===== src/rtl/reg_hist_fpga_if.sv =====
// Bus bundle for reg_hist_fpga: load/pop/clear controls, history read port and
// the registered word, tag and event pulses.
interface reg_hist_fpga_if #(
  parameter int DW    = 64,
  parameter int TW    = 4,
  parameter int DEPTH = 4
) ();
  localparam int IW = $clog2(DEPTH);
  localparam int CW = $clog2(DEPTH) + 1;

  logic          E;
  logic [DW-1:0] data;
  logic          pop;
  logic          clr;
  logic [IW-1:0] rd_idx;
  logic [DW-1:0] q;
  logic [TW-1:0] q3;
  logic [DW-1:0] hist_q;
  logic          hist_vld;
  logic [CW-1:0] cnt;
  logic          upd;
  logic          chg;
  logic          err;

  modport master (
    output E, data, pop, clr, rd_idx,
    input  q, q3, hist_q, hist_vld, cnt, upd, chg, err
  );

  modport slave (
    input  E, data, pop, clr, rd_idx,
    output q, q3, hist_q, hist_vld, cnt, upd, chg, err
  );
endinterface


===== src/rtl/reg_hist_fpga.sv =====
// Load/hold register with tag extraction and a DEPTH-entry shift history
// supporting one-step rollback, history clear and load/tag-change pulses.
module reg_hist_fpga #(
  parameter int DW    = 64,
  parameter int TW    = 4,
  parameter int TLSB  = 60,
  parameter int DEPTH = 4
) (
  input logic            clk,
  input logic            R,
  reg_hist_fpga_if.slave bus
);
  localparam int CW = $clog2(DEPTH) + 1;

  if (DEPTH < 2 || (DEPTH & (DEPTH - 1)) != 0) begin : g_bad_depth
    $error("reg_hist_fpga: DEPTH must be a power of 2 and at least 2");
  end
  if (TLSB + TW > DW) begin : g_bad_tag
    $error("reg_hist_fpga: tag field exceeds data width");
  end

  logic [DW-1:0] r_hist [DEPTH];
  logic [CW-1:0] r_cnt;
  logic          r_upd;
  logic          r_chg;
  logic          r_err;

  logic [TW-1:0] w_tag_in;
  logic [TW-1:0] w_tag_cur;
  logic          w_rd_vld;

  assign w_tag_in  = bus.data[TLSB +: TW];
  assign w_tag_cur = r_hist[0][TLSB +: TW];
  assign w_rd_vld  = {1'b0, bus.rd_idx} < r_cnt;

  // Entry 0 is the current word, so q/q3 come straight from it.
  assign bus.q        = r_hist[0];
  assign bus.q3       = w_tag_cur;
  assign bus.hist_q   = w_rd_vld ? r_hist[bus.rd_idx] : '0;
  assign bus.hist_vld = w_rd_vld;
  assign bus.cnt      = r_cnt;
  assign bus.upd      = r_upd;
  assign bus.chg      = r_chg;
  assign bus.err      = r_err;

  // NOTE: non-blocking assignments so every entry shifts from its pre-edge neighbour.
  always_ff @(posedge clk) begin
    if (R) begin
      // NOTE: the history is reset too, since unused entries must read back as 0.
      for (int k = 0; k < DEPTH; k++) r_hist[k] <= '0;
      r_cnt <= '0;
      r_upd <= 1'b0;
      r_chg <= 1'b0;
      r_err <= 1'b0;
    end else begin
      r_upd <= 1'b0;
      r_chg <= 1'b0;
      r_err <= 1'b0;
      if (bus.E) begin
        r_hist[0] <= bus.data;
        for (int k = 1; k < DEPTH; k++) r_hist[k] <= bus.clr ? '0 : r_hist[k-1];
        if (bus.clr)                    r_cnt <= CW'(1);
        else if (r_cnt != CW'(DEPTH))   r_cnt <= r_cnt + CW'(1);
        r_upd <= 1'b1;
        r_chg <= (r_cnt == '0) || (w_tag_in != w_tag_cur);
      end else if (bus.clr) begin
        for (int k = 1; k < DEPTH; k++) r_hist[k] <= '0;
        if (r_cnt > CW'(1)) r_cnt <= CW'(1);
      end else if (bus.pop) begin
        if (r_cnt >= CW'(2)) begin
          for (int k = 0; k < DEPTH - 1; k++) r_hist[k] <= r_hist[k+1];
          r_hist[DEPTH-1] <= '0;
          r_cnt <= r_cnt - CW'(1);
        end else begin
          r_err <= 1'b1;
        end
      end
    end
  end
endmodule

===== src/flat_wrapper.sv =====
// flat-port wrapper written by rule: the top's interface ports become plain ports
module reg_hist_fpga_flat 
#(
  parameter int DW    = 64,
  parameter int TW    = 4,
  parameter int TLSB  = 60,
  parameter int DEPTH = 4
)
  (clk, R, bus_E, bus_data, bus_pop, bus_clr, bus_rd_idx, bus_q, bus_q3, bus_hist_q, bus_hist_vld, bus_cnt, bus_upd, bus_chg, bus_err);
  reg_hist_fpga_if #(.DW(DW), .TW(TW), .DEPTH(DEPTH)) bus_i ();
  input logic clk;
  input logic R;
  input wire logic [$bits(bus_i.E)-1:0] bus_E;
  input wire logic [$bits(bus_i.data)-1:0] bus_data;
  input wire logic [$bits(bus_i.pop)-1:0] bus_pop;
  input wire logic [$bits(bus_i.clr)-1:0] bus_clr;
  input wire logic [$bits(bus_i.rd_idx)-1:0] bus_rd_idx;
  output wire logic [$bits(bus_i.q)-1:0] bus_q;
  output wire logic [$bits(bus_i.q3)-1:0] bus_q3;
  output wire logic [$bits(bus_i.hist_q)-1:0] bus_hist_q;
  output wire logic [$bits(bus_i.hist_vld)-1:0] bus_hist_vld;
  output wire logic [$bits(bus_i.cnt)-1:0] bus_cnt;
  output wire logic [$bits(bus_i.upd)-1:0] bus_upd;
  output wire logic [$bits(bus_i.chg)-1:0] bus_chg;
  output wire logic [$bits(bus_i.err)-1:0] bus_err;
  assign bus_i.E = bus_E;
  assign bus_i.data = bus_data;
  assign bus_i.pop = bus_pop;
  assign bus_i.clr = bus_clr;
  assign bus_i.rd_idx = bus_rd_idx;
  assign bus_q = bus_i.q;
  assign bus_q3 = bus_i.q3;
  assign bus_hist_q = bus_i.hist_q;
  assign bus_hist_vld = bus_i.hist_vld;
  assign bus_cnt = bus_i.cnt;
  assign bus_upd = bus_i.upd;
  assign bus_chg = bus_i.chg;
  assign bus_err = bus_i.err;
  reg_hist_fpga #(.DW(DW), .TW(TW), .TLSB(TLSB), .DEPTH(DEPTH)) u_core (.clk(clk), .R(R), .bus(bus_i));
endmodule

===== config.mk =====
export PLATFORM = sky130hd
export DESIGN_NAME = reg_hist_fpga_flat
export DESIGN_NICKNAME = d
export VERILOG_FILES = /design/src/rtl/reg_hist_fpga_if.sv /design/src/rtl/reg_hist_fpga.sv /design/src/flat_wrapper.sv
export SDC_FILE = /design/constraint.sdc
export NUM_CORES = 1
export LEC_CHECK = 0
export CAP_MARGIN = 25
export CORE_ASPECT_RATIO = 0.7
export CORE_MARGIN = 4
export CORE_UTILIZATION = 53
export CTS_CLUSTER_SIZE = 40
export DETAILED_ROUTE_END_ITERATION = 10
export PLACE_DENSITY = 0.83
export SYNTH_ARGS = -nofsm -noshare
export SYNTH_HDL_FRONTEND = slang
export SYNTH_SLANG_ARGS = --single-unit

===== constraint.sdc =====
create_clock -name clk -period 3.6 [get_ports clk]
set_input_delay 0.72 -clock clk [delete_from_list [all_inputs] [get_ports clk]]
set_output_delay 0.72 -clock clk [all_outputs]
set_load 0.05 [all_outputs]

# Yosys cells after proc, flatten, opt, wreduce, memory -nomap -nowiden
# Memory sizes are Yosys's and may differ from the RTL's.
# Cells that the tools add are included.
# word_totals
elab_cells	72
ram_bits	256
n_memories	1
register_bits	6
out_inout_bits	139
inputBits	71
# classes
reduce_logical	7
order_cmp	3
mux	38
eq_ne	4
n_bitwise	13
n_addsub	2
# mem_list
name	words	word_bits	read_ports	rd_ports_with_merged_regs	wr	line_no	source
u_core.r_hist	4	64	5	0	4	reg_hist_fpga.sv:22	logic [DW-1:0] r_hist [DEPTH];
# op_table
op	count
$mux 64	15
$mux 3	7
$mux 1	16
$or 1x1->1	11
$reduce_bool 3->1	2
$ne 4x4->1	1
$reduce_and 4->1	1
$reduce_or 4->1	1
$add 3x1->3 const B	1
$ge 3x2->1 const B	1
$gt 3x1->1 const B	1
$logic_not 3->1	1
$lt 2x3->1	1
$ne 3x1->1 const B	1
$ne 3x2->1 const B	1
$ne 3x3->1 const B	1
$sub 3x1->3 const B	1
$not 1->1	2
$reduce_or 2->1	1
$logic_or 1x1->1	1

# Longest topological paths before layout
# Gate-level depths: netlist of the first run.
# logic_depth
word_depth	8
mapped_depth	8
mapped_depth_nobuf	6

# Worst setup path after synthesis of the first run
# OpenSTA, ideal clock, no wires.
# synth_timing
path_kind	in2reg
from	input bus_E
to	memory u_core.r_hist[0][0], enable pin
arrival_time_ns	2.937
stages	6
t_required_ns	3.175
setup_ns	0.425
slack_ns	0.239
n_path_buf	2
path_cell_list	buf_2 > nor2_4 > nand3b_1 > nor2b_4 > buf_6 > or3_1
# synth_rtl
element	line_no	source
start, declared	flat_wrapper.sv:13	input wire logic [$bits(bus_i.E)-1:0] bus_E;
end, declared	reg_hist_fpga.sv:22	

# Worst setup path after layout of the first run
# layout_timing
from	register u_core.r_cnt[1] (netlist: u_core.bus.cnt[1])
to	output bus_hist_q[39]
# layout_between
elab_chain_cells	2
# layout_lines
element	line_no	source
start, declared	reg_hist_fpga.sv:23	logic [CW-1:0] r_cnt;
start signal, assigned	reg_hist_fpga.sv:63	else if (r_cnt != CW'(DEPTH)) r_cnt <= r_cnt + CW'(1);
start signal, assigned	reg_hist_fpga.sv:73	r_cnt <= r_cnt - CW'(1);
$lt 2x3->1	reg_hist_fpga.sv:34	assign w_rd_vld = {1'b0, bus.rd_idx} < r_cnt;
$mux 64	reg_hist_fpga.sv:39	assign bus.hist_q = w_rd_vld ? r_hist[bus.rd_idx] : '0;
end, declared	flat_wrapper.sv:20	output wire logic [$bits(bus_i.hist_q)-1:0] bus_hist_q;
# No other way between the ends.

==> results.cfg, run 1 <==
[setup_path]
r2r_end = u_core.r_hist[0][34]$_DFFE_PP_
required_ps = 2880
worstPathMaxFanout = 35
arrival_ps = 2510
slowest_stage = dfxtp_1
cp-start-kind = flip-flop
end_kind = primary output
max_stage_delay_ps = 440
r2r_slack_ps = 1230
r2r_start = u_core.bus.cnt[0]$_SDFFE_PP0P_
cp_cell_sequence = inv_1, ha_1, o21ai_0, a21oi_4, buf_4, nor2b_1, buf_12
reg2regPathDepth = 6
critPathKind = reg -> out

[timing]
setup-tns-final_ps = 0
tightest_slew_ps = 969
fin_crit_sh = 0.896
slew_violations = 0
setup_viol = 0
fmax_ghz = 0.310
period_minus_slack_ps = 3230
rsz0062_at_grt = false
hold_viol = 0
fin_worst_skew_ps = 9.83
relSlewSlack = 0.353

[cts]
cts.sinks = 262
post_cts_buffers = 0
clk_pin_slew_ps = 60
clock_latency_ps = 520
root_buffer = clkbuf_16
cts_resized = 0
holdBufCountCts = 0
cts_tree = yes
htree_num_levels = 1
max-clock-path-buffers = 3
cts_buffers = 26

[power_and_ir_drop]
peakVddDrop_mv = 0.275
power.density_nw_per_um2 = 479
leakage_nw = 6.03

[synthesis]
ys.warnings.count = 0
syn-cell-area_sq_um = 12100
syn_inst = 781
async_reset_ff_frac = 0
syn-mean-instance-area_sq_um = 15.5
synth_edf_count = 192
synthTopCellsByCount = a22o_1 (256), edfxtp_1 (192), dfxtp_1 (70)
yosysMostFrequentCell = a22o_1
yosys_register_bits = 262
yosysSeqAreaShare = 0.590
ys_types = 38
synth_top_area_share = 0.475
ys.flop_type = edfxtp_1
syn-num-nets = 858
ys_top_cells_by_area = edfxtp_1 (47%), a22o_1 (18%), mux4_2 (12%)
synth_top_cell_by_area = edfxtp_1

[placement]
hpwlAfterDp_microns = 19100
place.port_buffers = 209
placed_area_sq_um = 15100
gp_congestion = 0.775

[floorplanning]
die_area_sq_um = 25400
rows = 46
initial_core_util = 0.537
num_io_pins = 210
fp.dieH_microns = 135
die_w_microns = 189
core-area_sq_um = 22600

[grt]
grt_overflow = 0
grt_pass1_wl_microns = 49200
antenna_found_initial = 2
grt.total_usage = 0.241
grt_pass1_vias = 8277
grt_max_degree = 102

[run_status]
status = complete, no violations

[hold_path]
hold_path_depth = 1
whs_endpoint = u_core.r_hist[3][10]$_SDFFE_PP0P_
hold_class = reg -> reg
min-delay-start = u_core.r_hist[3][10]$_SDFFE_PP0P_

[final_layout]
final_area_sq_um = 16000
drive_gt1_frac = 0.213
final_nets = 1042
antenna_cells = 0
area_delta_synth_final_pct = 31.7

[flow_run]
max_cap_viol_count = 0

[routing]
first_iter_violations = 873
wl_per_cell_microns = 24.0
antenna_left = 0
dr_total_vias = 8371
drc = 0
vias_per_cell = 6.46
drt-pass1-iter-count = 5
drt_wl_total_microns = 31100
state kept, by name, indices dropped and copies added, names as in the netlist:
register	cells
u_core.bus.chg	1
u_core.bus.cnt	3
u_core.r_hist	256
u_core.bus.upd	1
u_core.bus.err	1
kinds of logic (layout without fill, tap and decap cells):
family / after synthesis / count (layout) / share of synthesized area
AND/OR/NAND/NOR: 84 / 84 / 0.0437
AO/OA/AOI/OAI: 268 / 268 / 0.192
buffers and inverters: 92 / 295 / 0.0454
flip-flops: 262 / 262 / 0.590
adder cells (fa/ha/maj): 6 / 6 / 0.00618
XOR/XNOR: 4 / 4 / 0.00289
multiplexers: 65 / 65 / 0.120
through the flow:
| stage | util | power [mW] | cells | setup slack, ps | hold WS, ps |
|---|---|---|---|---|---|
| after global routing | 0.707 | 7.90 | 1296 | 235 | 514 |
| after floorplan | - | 4.37 | 781 | 239 | 459 |
| final | 0.707 | 7.66 | 1296 | 373 | 493 |
| after global placement | 0.669 | 4.92 | 1249 | 641 | 475 |
| after CTS | 0.707 | 7.71 | 1296 | 356 | 498 |
| after detailed placement | 0.669 | 4.94 | 1249 | 604 | 482 |
area by class of cell:
class | instances | area, sq um
well taps | 312 | 390
repair buffers | 238 | 3070
multi-input cells | 427 | 4460
clock inverters | 13 | 151
flip-flops and latches | 262 | 7170
inverters | 10 | 40.0
fillers | 1487 | 6620
clock buffers | 34 | 722
worst max-delay path by stage:
| stage | from | end | slack [ps] | depth (start not counted) |
|---|---|---|---|---|
| 6_report | u_core.bus.cnt[1]$_SDFFE_PP0P_ | bus_hist_q[39] | 370 | 7 |
| 5_1_grt | u_core.bus.cnt[1]$_SDFFE_PP0P_ | bus_hist_q[46] | 240 | 7 |
| 4_1_cts | u_core.bus.cnt[1]$_SDFFE_PP0P_ | bus_hist_q[63] | 360 | 7 |
| 3_5_place_dp | bus_E | u_core.r_hist[0][50]$_DFFE_PP_ | 600 | 5 |
| 3_3_place_gp | bus_E | u_core.r_hist[0][34]$_DFFE_PP_ | 640 | 5 |
| 2_1_floorplan | bus_E | u_core.r_hist[0][0]$_DFFE_PP_ | 240 | 6 |
placed cells by master, fill, tap and decap left out, types with 5 or more instances in the layout:
cell / count
mux4_2: 64
dfxtp_1: 70
a22o_1: 256
inv_1: 8
edfxtp_1: 192
clkdlybuf4s50_1: 142
nor2b_1: 64
clkbuf_16: 27
clkbuf_1: 5
buf_12: 74
buf_4: 22
ha_1: 6
routing by layer:
metal,global-route usage,share of wire
met1,0.378,0.44
met2,0.355,0.45
met3,0.0512,0.093
met4,0.0417,0.013
met5,0,0.00081
critical path: cells and delay by family, from the launching register on:
family | cells | cell delay (ps)
compound gates | 2 | 310
buf+inv | 3 | 730
simple gates | 1 | 160
fa+ha+maj | 1 | 300
flops | 1 | 440
where the power goes:
group	leakage (nW)	switching (mW)	internal, mW
registers	2.77	0.150	3.42
clock network	0.417	1.14	1.63
logic	2.85	0.764	0.556
Note: power is estimated with default switching activity, not from simulation.
==> run 2, diff against run 1 <==
Settings changed: CELL_PAD_IN_SITES_DETAIL_PLACEMENT from default to 0, CELL_PAD_IN_SITES_GLOBAL_PLACEMENT from default to 1, CORE_UTILIZATION 53 to 44, GPL_ROUTABILITY_DRIVEN from default to 0.
==> results.cfg, run 2 (synthesis results as in run 1) <==
[timing]
setup-tns-final_ps = 0
setup_viol = 0
relSlewSlack = 0.367
fin_worst_skew_ps = 7.97
fmax_ghz = 0.306
period_minus_slack_ps = 3270
hold_viol = 0
rsz0062_at_grt = false
hold_ws_ps = 499
tightest_slew_ps = 947
slew_violations = 0
fin_crit_sh = 0.907

[floorplanning]
die_area_sq_um = 30400
initial_core_util = 0.450
fp.dieH_microns = 147
num_io_pins = 210
rows = 50
core-area_sq_um = 27000
die_w_microns = 207

[hold_path]
hold_path_depth = 1
min-delay-start = u_core.r_hist[3][5]$_SDFFE_PP0P_
hold_class = reg -> reg
whs_endpoint = u_core.r_hist[3][5]$_SDFFE_PP0P_

[routing]
first_iter_violations = 720
wl_per_cell_microns = 23.3
drc = 0
drt-pass1-iter-count = 5
dr_total_vias = 8224
vias_per_cell = 6.12
drt_wl_total_microns = 31200
antenna_left = 0

[cts]
root_buffer = clkbuf_16
cts.sinks = 262
cts_resized = 0
htree_num_levels = 1
clk_pin_slew_ps = 60
cts_tree = yes
clock_latency_ps = 520
cts_buffers = 27
max-clock-path-buffers = 3
post_cts_buffers = 0
holdBufCountCts = 0

[flow_run]
max_cap_viol_count = 0

[run_status]
status = complete, no violations

[setup_path]
r2r_start = u_core.bus.cnt[0]$_SDFFE_PP0P_
end_kind = primary output
required_ps = 2880
reg2regPathDepth = 7
critPathKind = reg -> out
r2r_end = u_core.r_hist[3][30]$_SDFFE_PP0P_
arrival_ps = 2550
r2r_slack_ps = 1310
cp-start-kind = flip-flop
worstPathMaxFanout = 30

[grt]
grt_overflow = 0
grt_pass1_vias = 8029
grt.total_usage = 0.201
grt_max_degree = 103
grt_pass1_wl_microns = 48700
antenna_found_initial = 1

[power_and_ir_drop]
peakVddDrop_mv = 0.321
leakage_nw = 5.99
power.density_nw_per_um2 = 470

[final_layout]
largest_register_ffs = 256
final_nets = 1035
area_delta_synth_final_pct = 31.5
final_common_cell = a22o_1
antenna_cells = 0
final_cell_mix = a22o_1 (256), edfxtp_1 (192), clkdlybuf4s50_1 (142)
regMostFlops = u_core.r_hist
drive_gt1_frac = 0.203

[placement]
hpwlAfterDp_microns = 18800
place.port_buffers = 209
run 2: changes by cell type in the layout (fill, tap and decap cells not counted), sizes merged:
| cell | before | now |
|---|---|---|
| clkinvlp | 3 | 0 |
| buf | 96 | 88 |
| clkinv | 8 | 10 |
| clkbuf | 34 | 41 |
| bufinv | 3 | 0 |
run 2: cell type report:
type,instances,area (sq um)
Clock buffer,41,778
Timing Repair Buffer,230,3030
Multi-Input combinational cell,427,4460
Clock inverter,9,42.5
Fill cell,2060,11000
Sequential cell,262,7170
Tap cell,364,455
Inverter,10,40.0
run 2: how the worst max path moves through the flow:
| stage | startpoint | to | slack, ps | cells past startpoint |
|---|---|---|---|---|
| floorplan | bus_E | u_core.r_hist[0][0]$_DFFE_PP_ | 240 | 6 |
| global placement | bus_E | u_core.r_hist[0][37]$_DFFE_PP_ | 620 | 5 |
| detailed placement | bus_E | u_core.r_hist[0][32]$_DFFE_PP_ | 580 | 5 |
| CTS | u_core.bus.cnt[1]$_SDFFE_PP0P_ | bus_hist_q[35] | 330 | 7 |
| global route | u_core.bus.cnt[1]$_SDFFE_PP0P_ | bus_hist_q[35] | 190 | 7 |
| finish | u_core.bus.cnt[1]$_SDFFE_PP0P_ | bus_hist_q[35] | 330 | 7 |
run 2: critical path, cell delays in order, from the launching register on:
cell and delay (ps):
dfxtp_1 470, inv_1 180, ha_1 310, o21ai_0 130
a21oi_4 210, buf_4 350, nor2b_1 150, buf_12 180
run 2: per-stage QoR:
step | utilization | setup slack (ps) | std cells | total power [mW] | area (sq um)
floorplan | - | 239 | 781 | 4.37 | 12100
global placement | 0.562 | 615 | 1293 | 4.94 | 15200
detailed placement | 0.562 | 576 | 1293 | 4.95 | 15200
CTS | 0.592 | 331 | 1343 | 7.57 | 16000
global route | 0.592 | 191 | 1343 | 7.79 | 16000
finish | 0.592 | 334 | 1343 | 7.51 | 16000
run 2: metal layers:
metal	up-vias	part of all wire	track usage
li1	3582	-	-
met1	4249	0.48	0.332
met2	361	0.43	0.277
met3	30	0.084	0.0437
met4	2	0.0094	0.0256
met5	-	0.00042	0
run 2: power by group:
group          total, mW  switching [mW]  leakage, nW  internal [mW]
clock               2.62            1.14        0.403           1.48
combinational       1.32           0.766         2.82          0.558
sequential          3.56           0.148         2.77           3.42
total               7.51            2.05         5.99           5.46
==> run 3, diff against run 2 <==
Settings changed: CAP_MARGIN 25 to default.
==> results of run 3 <==
The final DEF is identical to that of run 2; final timing and power are the same.
